===== src/rtl/mp_add_pkg.sv =====
// Shared types for the nibble-serial multi-precision adder.
// Latency: n/a (types only). Backpressure: n/a.
// Holds the controller state encoding and the digit width.
package mp_add_pkg;

    localparam int NIB_W = 4;

    typedef enum logic [1:0] {
        ST_IDLE = 2'd0,
        ST_RUN  = 2'd1,
        ST_DONE = 2'd2
    } state_t;

endpackage


===== src/rtl/cla4_unit.sv =====
// 4-bit carry-lookahead adder slice, purely combinational.
// Latency: 0 cycles. Backpressure: none.
// Carries come from generate/propagate terms rather than a ripple chain.
module cla4_unit
    import mp_add_pkg::*;
(
    input  logic [NIB_W-1:0] a,
    input  logic [NIB_W-1:0] b,
    input  logic             cin,
    output logic [NIB_W-1:0] s,
    output logic             cout
);

    logic [NIB_W-1:0] g;
    logic [NIB_W-1:0] p;
    logic [NIB_W:0]   c;

    assign g = a & b;
    assign p = a ^ b;

    assign c[0] = cin;
    assign c[1] = g[0] | (p[0] & cin);
    assign c[2] = g[1] | (p[1] & g[0]) | (p[1] & p[0] & cin);
    assign c[3] = g[2] | (p[2] & g[1]) | (p[2] & p[1] & g[0])
                | (p[2] & p[1] & p[0] & cin);
    assign c[4] = g[3] | (p[3] & g[2]) | (p[3] & p[2] & g[1])
                | (p[3] & p[2] & p[1] & g[0])
                | (p[3] & p[2] & p[1] & p[0] & cin);

    assign s    = p ^ c[NIB_W-1:0];
    assign cout = c[NIB_W];

endmodule


===== src/rtl/mp_add_seq.sv =====
// Sequential multi-precision adder: one 4-bit CLA reused over NIBBLES cycles.
// Latency: done pulses NIBBLES+2 cycles after start is accepted.
// Backpressure: start is ignored while busy; optional subtract under MPADD_SUB_EN.
module mp_add_seq
    import mp_add_pkg::*;
#(
    parameter int NIBBLES = 4
) (
    input  logic                   clk,
    input  logic                   rst_n,
    input  logic                   start,
    input  logic [4*NIBBLES-1:0]   a,
    input  logic [4*NIBBLES-1:0]   b,
    input  logic                   c_in,
    input  logic                   sub,
    output logic                   busy,
    output logic                   done,
    output logic [4*NIBBLES-1:0]   sum,
    output logic                   c_out,
    output logic                   ovf
);

    localparam int IDX_W = $clog2(NIBBLES);

    state_t state;
    state_t state_nxt;

    logic [IDX_W-1:0]              idx;
    logic                          carry;
    logic [NIBBLES-1:0][NIB_W-1:0] a_q;
    logic [NIBBLES-1:0][NIB_W-1:0] b_q;
    logic [NIBBLES-1:0][NIB_W-1:0] sum_q;
    logic                          c_out_q;
    logic                          ovf_q;
    logic                          done_q;

    logic                          sub_eff;
    logic [4*NIBBLES-1:0]          b_eff;
    logic                          cin_eff;
    logic                          accept;
    logic                          last_nib;
    logic [NIB_W-1:0]              cla_s;
    logic                          cla_co;

`ifdef MPADD_SUB_EN
    assign sub_eff = sub;
`else
    logic unused_sub;
    assign unused_sub = sub;
    assign sub_eff    = 1'b0;
`endif

    // Subtract is A + ~B + 1; c_in has no meaning in that mode.
    assign b_eff   = sub_eff ? ~b : b;
    assign cin_eff = sub_eff ? 1'b1 : c_in;

    assign accept   = (state == ST_IDLE) && start;
    assign last_nib = (idx == IDX_W'(NIBBLES - 1));

    cla4_unit u_cla (
        .a    (a_q[idx]),
        .b    (b_q[idx]),
        .cin  (carry),
        .s    (cla_s),
        .cout (cla_co)
    );

    always_ff @(posedge clk or negedge rst_n) begin
        if (!rst_n) begin
            state <= ST_IDLE;
        end else begin
            state <= state_nxt;
        end
    end

    always_comb begin
        state_nxt = state;
        case (state)
            ST_IDLE: if (start) state_nxt = ST_RUN;
            ST_RUN:  if (last_nib) state_nxt = ST_DONE;
            ST_DONE: state_nxt = ST_IDLE;
            default: state_nxt = ST_IDLE;
        endcase
    end

    always_ff @(posedge clk or negedge rst_n) begin
        if (!rst_n) begin
            idx     <= '0;
            carry   <= 1'b0;
            a_q     <= '0;
            b_q     <= '0;
            sum_q   <= '0;
            c_out_q <= 1'b0;
            ovf_q   <= 1'b0;
            done_q  <= 1'b0;
        end else begin
            // done is registered off the DONE state, so it lands in the following IDLE cycle.
            done_q <= (state == ST_DONE);
            if (accept) begin
                a_q   <= a;
                b_q   <= b_eff;
                carry <= cin_eff;
                idx   <= '0;
            end else if (state == ST_RUN) begin
                sum_q[idx] <= cla_s;
                carry      <= cla_co;
                if (last_nib) begin
                    idx     <= '0;
                    c_out_q <= cla_co;
                    ovf_q   <= (a_q[NIBBLES-1][NIB_W-1] == b_q[NIBBLES-1][NIB_W-1])
                            && (cla_s[NIB_W-1] != a_q[NIBBLES-1][NIB_W-1]);
                end else begin
                    idx <= idx + IDX_W'(1);
                end
            end
        end
    end

    assign busy  = (state != ST_IDLE);
    assign done  = done_q;
    assign sum   = sum_q;
    assign c_out = c_out_q;
    assign ovf   = ovf_q;

endmodule


===== config.mk =====
export PLATFORM = sky130hd
export DESIGN_NAME = mp_add_seq
export DESIGN_NICKNAME = d
export VERILOG_FILES = /design/src/rtl/mp_add_pkg.sv /design/src/rtl/cla4_unit.sv /design/src/rtl/mp_add_seq.sv
export SDC_FILE = /design/constraint.sdc
export NUM_CORES = 1
export LEC_CHECK = 0
export CAP_MARGIN = 40
export CORE_MARGIN = 2
export CORE_UTILIZATION = 50
export CTS_CLUSTER_DIAMETER = 100
export CTS_CLUSTER_SIZE = 28
export DETAILED_ROUTE_END_ITERATION = 6
export HOLD_SLACK_MARGIN = 0.08
export PLACE_DENSITY = 0.79
export RECOVER_POWER = 25
export SLEW_MARGIN = 20
export SYNTH_ARGS = -nofsm -noshare
export SYNTH_HDL_FRONTEND = slang
export SYNTH_SLANG_ARGS = --single-unit
export TNS_END_PERCENT = 50

===== constraint.sdc =====
create_clock -name clk -period 3.4 [get_ports clk]
set_clock_uncertainty 0.2 [all_clocks]
set_input_delay 0.51 -clock clk [delete_from_list [all_inputs] [get_ports clk]]
set_output_delay 0.51 -clock clk [all_outputs]
set_load 0.02 [all_outputs]

==> tab_implementation.tex <==
\begin{tabular}{lr}
\hline
Metric & Value \\
\hline
\multicolumn{2}{l}{\textbf{CTS}} \\
Clock Tree Buf Depth & 2 \\
Cts repair resizes & 0 \\
Clk pin slew, worst setup/hold paths & 0.09 ns \\
TritonCTS clock tree & built \\
Number of buffers created by CTS & 5 \\
CTS H-tree lvls & 2 \\
Master cell of the clock root buffer & clkbuf\_8 \\
Clock latency at the later pin of the worst-skew pair & 0.30 ns \\
Count of hold-fix buffers inserted at cts & 0 \\
Setup Buffers After CTS & 0 \\
Total clock sinks & 56 \\
\multicolumn{2}{l}{\textbf{Timing}} \\
Hold Slack & 0.285 ns \\
Minimum period implied by the final worst setup slack & 2.75 ns \\
Pins over their slew limit & 35 \\
Unrepaired setup endpoints after global routing & no \\
Normalized max-slew margin & -0.164 \\
Setup TNS & 0 ns \\
Count of endpoints failing hold in the final timing report & 0 \\
Transition at the pin with the smallest max-transition slack & 1.75 ns \\
Final Setup Violations & 0 \\
Peak Freq & 364 MHz \\
Final period utilization & 0.807 \\
\multicolumn{2}{l}{\textbf{Pwr}} \\
Largest voltage drop on the vdd net & 0.519 mV \\
Pwr Density & 1090 nW/um\^{}2 \\
Leakage & 1.40 nW \\
\multicolumn{2}{l}{\textbf{Synthesis}} \\
Register area share after synthesis & 0.543 \\
Synth async-reset ratio & 1.00 \\
Most common flop cell mapped by yosys & dfrtp\_1 \\
YS warnings & 0 \\
Number of instances in the synthesized netlist & 185 \\
Number of synthesized flops with an enable pin & 0 \\
Yosys cell types & 36 \\
Total nets after synthesis & 231 \\
Combined area of all synthesized cells & 2580 sq um \\
Seq cells post-synth & 56 \\
Post-synthesis average cell area & 13.9 sq um \\
\multicolumn{2}{l}{\textbf{Floorplanning}} \\
Total core area & 5040 sq um \\
Io pins & 57 \\
DIE HEIGHT & 75.8 um \\
Floorplan die area & 5750 sq um \\
Die X-Extent & 75.8 um \\
\# rows & 26 \\
Starting density of the core & 0.512 \\
\multicolumn{2}{l}{\textbf{Drt}} \\
DRC Markers & 0 \\
Antenna-violating nets left & 0 \\
Iteration-0 DRC Markers & 51 \\
Average via count per standard cell & 5.11 \\
Drt first pass iters & 4 \\
Via count of the routed design & 1,606 \\
WL final & 4530 um \\
Drt wl/cell & 14.4 um \\
\multicolumn{2}{l}{\textbf{GRT}} \\
GRT Util Overall & 0.174 \\
Total overflow reported by the global router & 0 \\
Pin count of the biggest net entering global routing & 37 \\
Number of global-route vias before repair & 1,576 \\
Wire length of the first global-routing pass & 7280 um \\
Number of antenna violations at the first check in global routing & 0 \\
\multicolumn{2}{l}{\textbf{Critical path}} \\
Data arrival time of the worst path & 2.78 ns \\
Worst-path fanout max & 8 \\
Startpoint Class & flop \\
Critical path endpoint category & flop \\
Worst Setup Path Type & reg -> reg \\
Req. time, crit path & 3.43 ns \\
\multicolumn{2}{l}{\textbf{Finish}} \\
Antenna Diode Count & 0 \\
Fraction of layout instances using a drive strength above 1 & 0.176 \\
Filler instances & 394 \\
Synth-to-Final Area Change & 26.6\% \\
Final Cell Area & 3270 sq um \\
Number of nets in the layout & 289 \\
\multicolumn{2}{l}{\textbf{Run status}} \\
Violations in the final reports & capacitance limit, slew limit \\
Result of the run & finished with violations \\
\multicolumn{2}{l}{\textbf{Place}} \\
Placed Instance Area & 3180 sq um \\
Number of buffer cells added on primary ports & 55 \\
Half-perimeter wire length of the detailed placement result & 3270 um \\
Final weighted congestion of routability-driven global placement & 0.727 \\
\multicolumn{2}{l}{\textbf{Job}} \\
Number of max-cap violations & 1 \\
\multicolumn{2}{l}{\textbf{Hold path}} \\
Min-Delay Path Class & reg -> reg \\
\hline
\end{tabular}
[worst max-delay path: stages (launching register included)]
cell	delay, ns
dfrtp_1	0.53
buf_4	0.26
mux4_2	0.55
ha_1	0.31
a21oi_1	0.20
o22ai_1	0.15
or2_4	0.31
o211ai_2	0.16
[kinds of logic after synthesis]
group	synth area share
buf+inv	0.0369
compound gates	0.0660
simple gates	0.0626
mux	0.242
fa+ha+maj	0.0466
flops	0.543
xor+xnor	0.00340
[path summary, 6_finish.rpt]
check	cells past startpoint	slack (ns)	from	endpoint
worst min-delay path	2	0.29	sum[9]	sum[9]
min in group asynchronous	1	0.46	rst_n	a_q[14]
worst max register to register	7	0.65	idx[0]	ovf
worst min register to register	2	0.29	sum[9]	sum[9]
max in group asynchronous	2	1.43	rst_n	state[1]
worst max-delay path	7	0.65	idx[0]	ovf
[placed cells by master (no fill, tap or decap), types with 2 or more instances in the layout]
cell type	synthesis	layout
inv_2	2	2
o31ai_1	2	2
nor2_1	4	4
clkdlybuf4s50_1	0	54
o21ai_1	6	6
inv_1	6	6
o21ai_0	10	10
dfrtp_1	56	56
nand2_1	16	16
clkbuf_1	0	3
mux2_2	6	6
ha_1	8	8
a21oi_1	2	2
clkbuf_8	0	6
mux4_2	8	8
nand2_2	3	3
buf_4	2	3
mux2_4	10	10
mux2_1	20	20
o21a_1	2	2
[stage by stage]
step | power, W | worst slack (ns) | utilization | cells
2_1_floorplan | 0.00261 | 0.971 | - | 185
3_3_place_gp | 0.00317 | 0.692 | 0.630 | 306
3_5_place_dp | 0.00323 | 0.665 | 0.630 | 306
4_1_cts | 0.00361 | 0.645 | 0.648 | 314
5_1_grt | 0.00386 | 0.489 | 0.648 | 314
6_report | 0.00355 | 0.655 | 0.648 | 314
[routing by layer]
layer | vias up | track usage | part of all wire
met3 | 6 | 0.0463 | 0.047
met5 | - | 0 | 0
met1 | 787 | 0.227 | 0.46
met4 | 0 | 0.0604 | 0.013
li1 | 772 | - | -
met2 | 41 | 0.283 | 0.48
[synth_stat cells, types with 2 or more instances]
cell / count / area (sq um)
o31ai_1: 2 / 15.0
nor2_1: 4 / 15.0
inv_2: 2 / 7.51
inv_1: 6 / 22.5
nand2_1: 16 / 60.1
o21a_1: 2 / 15.0
o21ai_1: 6 / 30.0
dfrtp_1: 56 / 1400
o21ai_0: 10 / 50.1
mux4_2: 8 / 180
a21oi_1: 2 / 10.0
mux2_1: 20 / 225
nand2_2: 3 / 18.8
ha_1: 8 / 100
mux2_4: 10 / 150
buf_6: 4 / 45.0
buf_4: 2 / 15.0
mux2_2: 6 / 67.6
[sequential cells by signal, summed over array words and instances, names as in the netlist]
signal	cells
a_q	16
b_q	16
sum	16
idx	2
state	2
c_out	1
carry	1
done	1
ovf	1
[area by class of cell]
class / instances / area, sq um / area share
inverters: 8 / 30.0 / 0.00920
flip-flops and latches: 56 / 1400 / 0.429
clock buffers: 8 / 90.1 / 0.0276
multi-input cells: 114 / 1090 / 0.334
well taps: 70 / 87.6 / 0.0268
repair buffers: 58 / 567 / 0.174
[power breakdown]
part	internal, W	switching [W]
Combinational	0.000980	0.000996
Clock	0.000167	0.000199
Sequential	0.00100	0.000211
(Power assumes the default switching activity.)
